--- src/rtl/ddr_pkg.sv ---
// DDR command encoding shared by the command arbiter and its FAW tracker.
package ddr_pkg;

    typedef enum logic [2:0] {
        NOP = 3'd0,
        ACT = 3'd1,
        RD  = 3'd2,
        RDA = 3'd3,
        WR  = 3'd4,
        WRA = 3'd5,
        PRE = 3'd6,
        REF = 3'd7
    } op_e;

    typedef struct packed {
        op_e         op;
        logic [1:0]  bg;
        logic [1:0]  ba;
        logic [16:0] addr;
    } cmd_t;

    typedef enum logic [1:0] {
        ARB_IDLE    = 2'd0,
        ARB_ISSUE   = 2'd1,
        ARB_BLOCKED = 2'd2
    } arb_fsm_type;

    localparam cmd_t CMD_NOP = '{op: NOP, bg: 2'b0, ba: 2'b0, addr: 17'b0};

    // Payload-free command (REF has no address fields).
    function automatic cmd_t cmd_of_op(input op_e op);
        cmd_t c;
        c    = CMD_NOP;
        c.op = op;
        return c;
    endfunction

endpackage

--- src/rtl/ctrl_faw_window.sv ---
// Four-activate window tracker; one down-counter per ACT issued in the last TFAW cycles.
// Only compiled when CMD_FAW_CHECK_EN is defined.
`ifdef CMD_FAW_CHECK_EN
module ctrl_faw_window #(
    parameter int unsigned TFAW = 20
) (
    input  logic CK_t,
    input  logic reset,
    input  logic act_issued,
    output logic faw_ok
);

    localparam int unsigned CntW = $clog2(TFAW + 1);
    // Loaded with TFAW-1 so the slot frees exactly TFAW edges after its ACT.
    localparam logic [CntW-1:0] Load = CntW'(TFAW - 1);

    logic [3:0][CntW-1:0] cnt_q, cnt_d;
    logic                 loaded;

    always_comb begin
        cnt_d  = cnt_q;
        loaded = 1'b0;
        faw_ok = 1'b0;
        for (int i = 0; i < 4; i++) begin
            if (cnt_q[i] == '0) begin
                faw_ok = 1'b1;
                if (act_issued && !loaded) begin
                    cnt_d[i] = Load;
                    loaded   = 1'b1;
                end
            end else begin
                cnt_d[i] = cnt_q[i] - 1'b1;
            end
        end
    end

    always_ff @(posedge CK_t or posedge reset) begin
        if (reset) begin
            cnt_q <= '0;
        end else begin
            cnt_q <= cnt_d;
        end
    end

endmodule
`endif

--- src/rtl/ctrl_cmd_arbiter.sv ---
// DDR command arbiter: REF > PRE > CAS > ACT with ACT starvation promotion and tRRD gating.
// Optional four-activate-window gating is enabled with CMD_FAW_CHECK_EN.
module ctrl_cmd_arbiter
    import ddr_pkg::*;
#(
    parameter int unsigned TRRD_S = 4,
    parameter int unsigned TRRD_L = 6,
    parameter int unsigned TFAW   = 20,
    parameter int unsigned STARVE = 8
) (
    input  logic CK_t,
    input  logic reset,
    input  logic ref_req,
    output logic ref_gnt,
    input  logic pre_req,
    input  cmd_t pre_cmd,
    output logic pre_gnt,
    input  logic cas_req,
    input  cmd_t cas_cmd,
    output logic cas_gnt,
    input  logic act_req,
    input  cmd_t act_cmd,
    output logic act_gnt,
    output logic cmd_valid,
    output cmd_t cmd_out,
    output logic arb_idle
);

    localparam int unsigned RrdW = $clog2(TRRD_L + 1);
    localparam int unsigned StvW = $clog2(STARVE + 1);
    // Counter loads TRRD_L-1; a different bank group may go once it has fallen to L-S.
    localparam logic [RrdW-1:0] RrdLoad  = RrdW'(TRRD_L - 1);
    localparam logic [RrdW-1:0] RrdSlack = RrdW'(TRRD_L - TRRD_S);
    localparam logic [StvW-1:0] StvMax   = StvW'(STARVE);

    if (TRRD_S == 0 || TRRD_S > TRRD_L || TFAW == 0 || STARVE == 0) begin : g_param_check
        $error("ctrl_cmd_arbiter: inconsistent timing parameters");
    end

    arb_fsm_type     state_q, state_d;
    logic            ref_gnt_q, pre_gnt_q, cas_gnt_q, act_gnt_q;
    logic            ref_gnt_d, pre_gnt_d, cas_gnt_d, act_gnt_d;
    logic            cmd_valid_q, cmd_valid_d;
    cmd_t            cmd_q, cmd_d;
    logic [RrdW-1:0] rrd_cnt_q, rrd_cnt_d;
    logic [1:0]      last_bg_q, last_bg_d;
    logic [StvW-1:0] starve_q, starve_d;

    logic ref_ok, pre_ok, cas_ok, act_ok, act_promote;
    logic rrd_ok, faw_ok, issue, pending;

    // A requester is masked while its grant is showing.
    assign ref_ok = ref_req & ~ref_gnt_q;
    assign pre_ok = pre_req & ~pre_gnt_q;
    assign cas_ok = cas_req & ~cas_gnt_q;

    assign rrd_ok = (rrd_cnt_q == '0) ||
                    ((act_cmd.bg != last_bg_q) && (rrd_cnt_q <= RrdSlack));

    assign act_ok      = act_req & ~act_gnt_q & rrd_ok & faw_ok;
    assign act_promote = act_ok & (starve_q >= StvMax);

`ifdef CMD_FAW_CHECK_EN
    ctrl_faw_window #(
        .TFAW (TFAW)
    ) u_faw_window (
        .CK_t       (CK_t),
        .reset      (reset),
        .act_issued (act_gnt_d),
        .faw_ok     (faw_ok)
    );
`else
    assign faw_ok = 1'b1;
`endif

    always_comb begin
        ref_gnt_d = 1'b0;
        pre_gnt_d = 1'b0;
        cas_gnt_d = 1'b0;
        act_gnt_d = 1'b0;
        cmd_d     = CMD_NOP;
        if (ref_ok) begin
            ref_gnt_d = 1'b1;
            cmd_d     = cmd_of_op(REF);
        end else if (pre_ok) begin
            pre_gnt_d = 1'b1;
            cmd_d     = pre_cmd;
        end else if (act_promote) begin
            act_gnt_d = 1'b1;
            cmd_d     = act_cmd;
        end else if (cas_ok) begin
            cas_gnt_d = 1'b1;
            cmd_d     = cas_cmd;
        end else if (act_ok) begin
            act_gnt_d = 1'b1;
            cmd_d     = act_cmd;
        end
    end

    assign issue       = ref_gnt_d | pre_gnt_d | cas_gnt_d | act_gnt_d;
    assign cmd_valid_d = issue;
    assign pending     = ref_ok | pre_ok | cas_ok | (act_req & ~act_gnt_q);

    always_comb begin
        state_d = ARB_IDLE;
        if (issue) begin
            state_d = ARB_ISSUE;
        end else if (pending) begin
            state_d = ARB_BLOCKED;
        end
    end

    always_comb begin
        rrd_cnt_d = rrd_cnt_q;
        last_bg_d = last_bg_q;
        starve_d  = starve_q;
        if (act_gnt_d) begin
            rrd_cnt_d = RrdLoad;
            last_bg_d = act_cmd.bg;
        end else if (rrd_cnt_q != '0) begin
            rrd_cnt_d = rrd_cnt_q - 1'b1;
        end
        // Ageing only counts while the ACT could actually have been issued.
        if (!act_req || act_gnt_q || act_gnt_d) begin
            starve_d = '0;
        end else if (act_ok && (starve_q < StvMax)) begin
            starve_d = starve_q + 1'b1;
        end
    end

    always_ff @(posedge CK_t or posedge reset) begin
        if (reset) begin
            state_q     <= ARB_IDLE;
            ref_gnt_q   <= 1'b0;
            pre_gnt_q   <= 1'b0;
            cas_gnt_q   <= 1'b0;
            act_gnt_q   <= 1'b0;
            cmd_valid_q <= 1'b0;
            cmd_q       <= CMD_NOP;
            rrd_cnt_q   <= '0;
            last_bg_q   <= '0;
            starve_q    <= '0;
        end else begin
            state_q     <= state_d;
            ref_gnt_q   <= ref_gnt_d;
            pre_gnt_q   <= pre_gnt_d;
            cas_gnt_q   <= cas_gnt_d;
            act_gnt_q   <= act_gnt_d;
            cmd_valid_q <= cmd_valid_d;
            cmd_q       <= cmd_d;
            rrd_cnt_q   <= rrd_cnt_d;
            last_bg_q   <= last_bg_d;
            starve_q    <= starve_d;
        end
    end

    assign ref_gnt   = ref_gnt_q;
    assign pre_gnt   = pre_gnt_q;
    assign cas_gnt   = cas_gnt_q;
    assign act_gnt   = act_gnt_q;
    assign cmd_valid = cmd_valid_q;
    assign cmd_out   = cmd_q;
    assign arb_idle  = (state_q == ARB_IDLE);

endmodule

--- config.mk ---
export PLATFORM = sky130hd
export DESIGN_NAME = ctrl_cmd_arbiter
export DESIGN_NICKNAME = d
export VERILOG_FILES = /design/src/rtl/ddr_pkg.sv /design/src/rtl/ctrl_faw_window.sv /design/src/rtl/ctrl_cmd_arbiter.sv
export SDC_FILE = /design/constraint.sdc
export NUM_CORES = 1
export LEC_CHECK = 0
export ABC_AREA = 1
export BUFFER_PORTS_ARGS = -buffer_cell sky130_fd_sc_hd__buf_4
export CORE_MARGIN = 10
export CORE_UTILIZATION = 40
export CTS_CLUSTER_SIZE = 8
export DETAILED_ROUTE_END_ITERATION = 8
export GPL_ROUTABILITY_DRIVEN = 0
export PLACE_DENSITY = 0.74
export SYNTH_ARGS = -nofsm -noshare
export SYNTH_HDL_FRONTEND = slang
export SYNTH_SLANG_ARGS = --single-unit
--- constraint.sdc ---
create_clock -name CK_t -period 4.2 [get_ports CK_t]
set_input_delay 0.84 -clock CK_t [delete_from_list [all_inputs] [get_ports CK_t]]
set_output_delay 0.84 -clock CK_t [all_outputs]
set_load 0.03 [all_outputs]
==> Yosys cells after proc, flatten, opt, wreduce, memory -nomap -nowiden <==
Index checks and enable logic that the tools add are counted.
{ "totals": {"regBits": 40, "output_inout_bits": 30} }
{ "classes": {"add_sub_neg": 2, "order_cmp": 3, "eq_ne": 1, "n_mux": 23, "n_bitwise": 16, "reduce_logical": 11} }
{ "ops": {"columns": ["operator", "n"], "rows": [
  ["24-bit 2-to-1 mux", 5],
  ["1-bit 2-to-1 mux", 12],
  ["4-bit 2-to-1 mux", 2],
  ["1-bit bitwise AND", 6],
  ["3-bit 2-to-1 mux", 2],
  ["1-bit OR", 6],
  ["4-bit by 1-bit adder with 4-bit output, second input constant", 1],
  ["4-bit >= comparator, second input constant", 1],
  ["4-bit less-than comparator, second input constant", 1],
  ["2-bit 2-to-1 mux", 2],
  ["1-bit NOT", 4],
  ["2-bit nonzero test", 2],
  ["3-bit by 2-bit <= comparator with 1-bit output, second input constant", 1],
  ["3-bit logical NOT", 1],
  ["1-bit logical OR", 3],
  ["3-bit nonzero test", 1],
  ["3-bit by 1-bit subtractor with 3-bit output, second input constant", 1],
  ["1-bit logical AND", 2],
  ["2-bit logical NOT", 1],
  ["2-bit inequality test", 1],
  ["1-bit logical NOT", 1]
]} }

==> Longest topological paths before layout <==
Gate-level depths: netlist of the first run.
{ "logic_depth": {"ltp_word": 11, "depth_mapped": 11, "mapped_depth_nobuf": 11} }

==> Worst setup path after synthesis of the first run <==
OpenSTA, ideal clock, no wires.
{ "synth_path": {"path_type": "input to register", "startpoint": "input cas_req", "endpoint": "register cmd_q, in the netlist cmd_out[10]", "t_arrival_ps": 1672, "t_required_ps": 4075, "path_slack_ps": 2403, "stages": 8, "path_cell_list": "inv_1 -> nor2_1 -> nand2_1 -> nand3_4 -> inv_4 -> buf_12 -> nand2_2 -> nand3_1"} }
{ "synth_rtl": {"columns": ["item", "line_no", "text"], "rows": [
  ["start: declaration", "ctrl_cmd_arbiter.sv:18", "input logic cas_req,"],
  ["end signal: assignment", "ctrl_cmd_arbiter.sv:150", "cmd_q <= cmd_d;"],
  ["end: declaration", "ctrl_cmd_arbiter.sv:44", "cmd_t cmd_q, cmd_d;"]
]} }

==> summary.md, run 1 <==
| Metric | Value |
|---|---|
| Worst-Margin Slew | `0.764 ns` |
| Nets@finish | `427` |
| First-pass GRT wire length | `9.97 mm` |
| Synth Cell Area | `0.00202 sq mm` |
| Pre-antenna DRT Iters | `4` |
| Sequential share of power | `38.0%` |
| Switching Fraction | `37.4%` |
| Layout cells sized above 1 | `42.3%` |
| Post-route antenna net violation count | `0` |
| Drt drc | `0` |
| Synth warn | `0` |
| Outcome | `completed` |
| Post-synth EDFFs | `0` |
| P_sw | `0.472 mW` |
| Top FF cell, synth | `dfrtp_1` |
| Syn Area/Cell | `8.53 sq um` |
| Pre-CTS setup slack | `1.87 ns` |
| # clock sinks | `39` |
| CP Capture Type | `flop` |
| Worst-case clock buffer depth | `2` |
| Synth top area share | `48.3%` |
| Initial antenna violation count | `0` |
| Leakage dissipation | `1.59 nW` |
| Critical path's most frequent cell | `nor2_1` |
| IR drop worst, VDD | `0.265 mV` |
| Most common cell in the synthesized netlist | `nand2_1` |
| Critical Path AT | `2.22 ns` |
| Final Util | `61.4%` |
| Worst-path cell chain | `inv_1, ha_1, nand2_1, nand2_2, nand3_2, nand2_1, nor2_1, nor2_1, nor2_1` |
| PD cells | `427 mW/mm^2` |
| Sequential area share after synthesis | `48.3%` |
| Final setup fails | `0` |
| Comb pwr share | `39.9%` |
| Post-Layout Cell Count | `412` |
| Final Cycle Share | `48.5%` |
| Fin Setup TNS | `0 ns` |
| Post-cts resize count | `0` |
| Syn nets | `320` |
| Leading area contributor after synthesis | `dfrtp_1` |
| IO Count | `108` |
| Hold Fails Final Rpt | `0` |
| Synth cell count leaders | `nand2_1 (47), dfrtp_1 (39), nand3_1 (28), inv_1 (25), nand4_1 (25)` |
| Max Slew Vio Count | `0` |
| Clock Latency Late Sink | `0.29 ns` |
| Core Footprint | `0.00482 sq mm` |
| Cell-internal power | `0.791 mW` |
| Post-CTS setup buffer count | `0` |
| Initial Utilization | `42.0%` |
| CTS tree | `yes` |
| Async set-or-reset flop fraction in the synthesized netlist | `100%` |
| Synth cell types | `24` |
| Max Fanout on Critical Path | `24` |
| Wire length per cell | `14.8 microns` |
| Drt initial violations | `87` |
| Pin count of the biggest net entering global routing | `40` |
| Max Cap Viol | `0` |
| Hold buffer count at cts | `0` |
| Die Area | `0.00830 sq mm` |
| Die Span X | `91.1 microns` |
| DP HPWL | `4.74 mm` |
| Fmax | `0.491 GHz` |
| Clk_skew | `0.00915 ns` |
| Synth area leaders | `dfrtp_1 (48%), nand2_1 (8.7%), nand4_1 (7.7%)` |
| Hold Worst Slack | `0.466 ns` |
| Die height | `91.1 microns` |
| Rows | `25` |
| Cells after synthesis | `237` |
| # diodes | `0` |
| H-tree depth | `2` |
| Slowest stage delay, CP | `0.42 ns` |
| Final setup margin | `2.16 ns` |
| Pwr Total | `1.26 mW` |
| PortBufs | `107` |
| Gr usage total | `14.7%` |
| Via density | `4.68` |
| Vias in the first global route | `1974` |
| Root Buffer | `clkbuf_8` |
| Clock transition at the registers of the reported paths | `0.07 ns` |
| DP Area | `0.00286 sq mm` |
| CTS buffer count | `5` |
| Slowest CP cell | `nand3_2` |
| Remaining Overflow, GRT | `0` |
| Hold crit path type | `reg2reg` |
| Cell count after placement | `404` |
| Slew headroom | `48.9%` |
| RSZ-0062 raised after global routing | `false` |
| Yosys reg bits | `39` |
| Cell area after layout | `0.00296 sq mm` |
| Startpoint types | `flop` |
| Critical path type | `reg2reg` |
| Req. time, crit path | `4.38 ns` |
| DR vias | `1930` |
| Crit path time final | `2.04 ns` |
| Clk pwr share | `22.1%` |
| DRT Wirelength | `6.11 mm` |
| Area Growth Syn to Fin | `46.3%` |
[flip-flops by register name, summed over array words and instances, names as in the netlist]
register	flops
last_bg_q	2
pre_gnt	1
act_gnt	1
state_q	2
cmd_out	24
ref_gnt	1
starve_q	4
rrd_cnt_q	3
cas_gnt	1
[worst paths after layout]
path	end	from	slack, ns	cells past startpoint
min in group asynchronous	cmd_out[15]	reset	0.66	3
worst max register to register	cmd_out[23]	rrd_cnt_q[0]	2.16	9
worst min-delay path	ref_gnt	ref_gnt	0.47	1
worst min register to register	ref_gnt	ref_gnt	0.47	1
max in group asynchronous	starve_q[2]	reset	3.19	3
worst max-delay path	cmd_out[23]	rrd_cnt_q[0]	2.16	9
[cell families (layout without fill, tap and decap cells)]
family                   Yosys count  count (layout)  synth area share, %
adder cells (fa/ha/maj)            5               5                 3.09
buffers and inverters             38             146                 9.03
AND/OR/NAND/NOR                  145             145                 36.0
AO/OA/AOI/OAI                      8               8                 2.78
XOR/XNOR                           2               2                0.866
flip-flops                        39              39                 48.3
[layout by cell type (no fill, tap or decap)]
master    instances
a21boi_4          1
a21oi_1           3
buf_4           110
clkbuf_1          1
clkbuf_8          7
clkinv_1          1
dfrtp_1          39
ha_1              5
inv_1            24
inv_2             2
inv_4             1
nand2_1          47
nand2_2          21
nand3_1          28
nand3_2           1
nand3_4           1
nand4_1          25
nor2_1           18
nor2_2            1
nor2_4            1
o211ai_1          1
o21ai_0           3
or2_0             2
xor2_1            2
[layer usage]
metal  vias up  GRT usage, %  part of all wire [%]
met5         -             0                     0
met2        75          23.3                    47
met4         0          5.09                   1.5
met1       867          18.2                    44
met3         6          4.94                   8.2
li1        982             -                     -
[worst max-delay path, delay by kind of cell, from the launching register on]
kind	cells	cell delay, ns
fa+ha+maj	1	0.23
buf+inv	1	0.13
flops	1	0.37
simple gates	7	1.20
[cell type report]
cell class,instances,area (sq um)
clock buffers,8,100
fillers,461,1860
inverters,28,108
multi-input cells,160,866
flip-flops and latches,39,976
well taps,67,83.8
repair buffers,110,826
[power groups by stage]
stage	Sequential, mW	Clock [mW]	Combinational [mW]
finish	0.480	0.279	0.504
global route	0.490	0.302	0.556
CTS	0.481	0.288	0.510
detailed placement	0.487	0	0.508
global placement	0.486	0	0.493
floorplan	0.559	0	0.262
(Power assumes the default switching activity.)
==> run 2, diff against run 1 <==
PLACE_DENSITY = 0.76   (was 0.74)
clock period = 1.7 ns   (was 4.2 ns; I/O delays follow)
==> summary.md, run 2 (synthesized netlist as in run 1, its figures left out) <==
| Metric | Value |
|---|---|
| PD cells | `1080 mW/mm^2` |
| Critical path type | `reg2reg` |
| Reg area | `976 sq um` |
| Layout cells sized above 1 | `48.9%` |
| IO Count | `108` |
| Nets@finish | `440` |
| Most frequent cells in the layout | `buf_4 (119), nand2_1 (46), dfrtp_1 (39)` |
| CTS tree | `yes` |
| Gr usage total | `15.2%` |
| Pre-CTS setup slack | `0.00685 ns` |
| Worst-path cell chain | `inv_2, ha_4, nor2_1, nor2_1, nand2_2, a21boi_4, nand3_4, inv_8, buf_12, nand2_2, nand3_2` |
| Drt initial violations | `71` |
| Critical path buffers and inverters | `3` |
| Fmax | `0.595 GHz` |
| Cell count after placement | `412` |
| Post-route antenna net violation count | `0` |
| Crit path time final | `1.68 ns` |
| IR drop worst, VDD | `0.477 mV` |
| Root Buffer | `clkbuf_8` |
| Max Fanout on Critical Path | `8` |
| Die Span X | `91.1 microns` |
| Fillers | `431` |
| CTS buffer count | `5` |
| Crit-path leading delay family | `simple AND/OR/NAND/NOR gates` |
| Number of flip-flops in the largest register | `24` |
| Vias in the first global route | `2085` |
| Hold crit path type | `in2async` |
| Final Util | `66.5%` |
| Fin Setup TNS | `0 ns` |
| Req. time, crit path | `1.93 ns` |
| Slew headroom | `66.0%` |
| Drt drc | `0` |
| Pin count of the biggest net entering global routing | `40` |
| Startpoint types | `flop` |
| Rows | `25` |
| DP Area | `0.00293 sq mm` |
| Clock transition at the registers of the reported paths | `0.08 ns` |
| Final Cycle Share | `98.8%` |
| # clock sinks | `39` |
| PortBufs | `107` |
| Initial antenna violation count | `0` |
| DRT Wirelength | `6.75 mm` |
| Hold Fails Final Rpt | `0` |
| Slowest CP cell | `dfrtp_1` |
| # diodes | `0` |
| Area Growth Syn to Fin | `58.5%` |
| Remaining Overflow, GRT | `0` |
| Max Slew Vio Count | `0` |
| Core Footprint | `0.00482 sq mm` |
| Max Cap Viol | `0` |
| Post-Layout Cell Count | `425` |
| CP Capture Type | `flop` |
| Clock Latency Late Sink | `0.29 ns` |
| Pwr Total | `3.45 mW` |
| Area of the multi-input gates | `951 sq um` |
| Worst-Margin Slew | `0.510 ns` |
| Die height | `91.1 microns` |
| Pre-antenna DRT Iters | `4` |
| H-tree depth | `2` |
| RSZ-0062 raised after global routing | `true` |
| Via density | `4.83` |
| Clk_skew | `0.00865 ns` |
| Final setup margin | `0.0202 ns` |
| First-pass GRT wire length | `10.4 mm` |
| Hold Worst Slack | `0.161 ns` |
| Hold buffer count at cts | `0` |
| Commonest non-fill, non-tap cell in the layout | `buf_4` |
| Final setup fails | `0` |
| Die Area | `0.00830 sq mm` |
| Critical Path AT | `1.91 ns` |
| Slowest stage delay, CP | `0.41 ns` |
| Cell area after layout | `0.00321 sq mm` |
| Wire length per cell | `15.9 microns` |
| Initial Utilization | `42.0%` |
| DP HPWL | `5.03 mm` |
| DR vias | `2054` |
| Outcome | `completed` |
| Worst-case clock buffer depth | `2` |
| Leakage dissipation | `1.76 nW` |
-- run 2: changes by cell type in the layout (fill, tap and decap cells not counted), sizes merged --
cell,change
buf,+12
bufinv,+1
clkbuf,-1
inv,+1
-- run 2: routing by layer --
metal  global-route usage, %  share of wire, %
met5                       0                 0
met4                    2.74              0.64
met2                    24.9                48
met3                    7.00               8.9
met1                    17.9                42
-- run 2: final cells by class --
cell class | instances | share of cell area, %
tap | 67 | 2.62
inverter | 28 | 3.51
timing repair buffer | 123 | 30.1
clock buffer | 6 | 2.58
sequential | 39 | 30.4
clock inverter | 2 | 1.09
multi-input combinational | 160 | 29.7
-- run 2: tightest hold or removal path, stage by stage --
cell and delay, ns:
buf_4 0.11, inv_1 0.04, buf_4 0.41
-- run 2: report_power, final --
part | switching (mW) | leakage, nW | internal (mW)
combinational | 0.840 | 1.20 | 0.613
sequential | 0.0993 | 0.498 | 1.10
clock | 0.323 | 0.0612 | 0.475
total | 1.26 | 1.76 | 2.19
-- run 2: final timing paths --
check                                to          from  depth (start not counted)  slack (ns)
min in group CK_t            cmd_out[9]    act_cmd[9]                          3        0.25
max in group asynchronous  rrd_cnt_q[2]         reset                          3        1.18
max                          cmd_out[6]  rrd_cnt_q[0]                         11        0.02
min                         cmd_out[19]         reset                          3        0.16
max reg2reg                  cmd_out[6]  rrd_cnt_q[0]                         11        0.02
min reg2reg                     ref_gnt       ref_gnt                          1        0.45
-- run 2: repair_timing --
action | CTS | global route
cloned | 0 | 1
endpoints found under the setup margin | 16 | 22
endpoints found under the hold margin | 0 | 0
pin swaps | 0 | 5
setup buffers | 0 | 4
resized for setup | 1 | 23
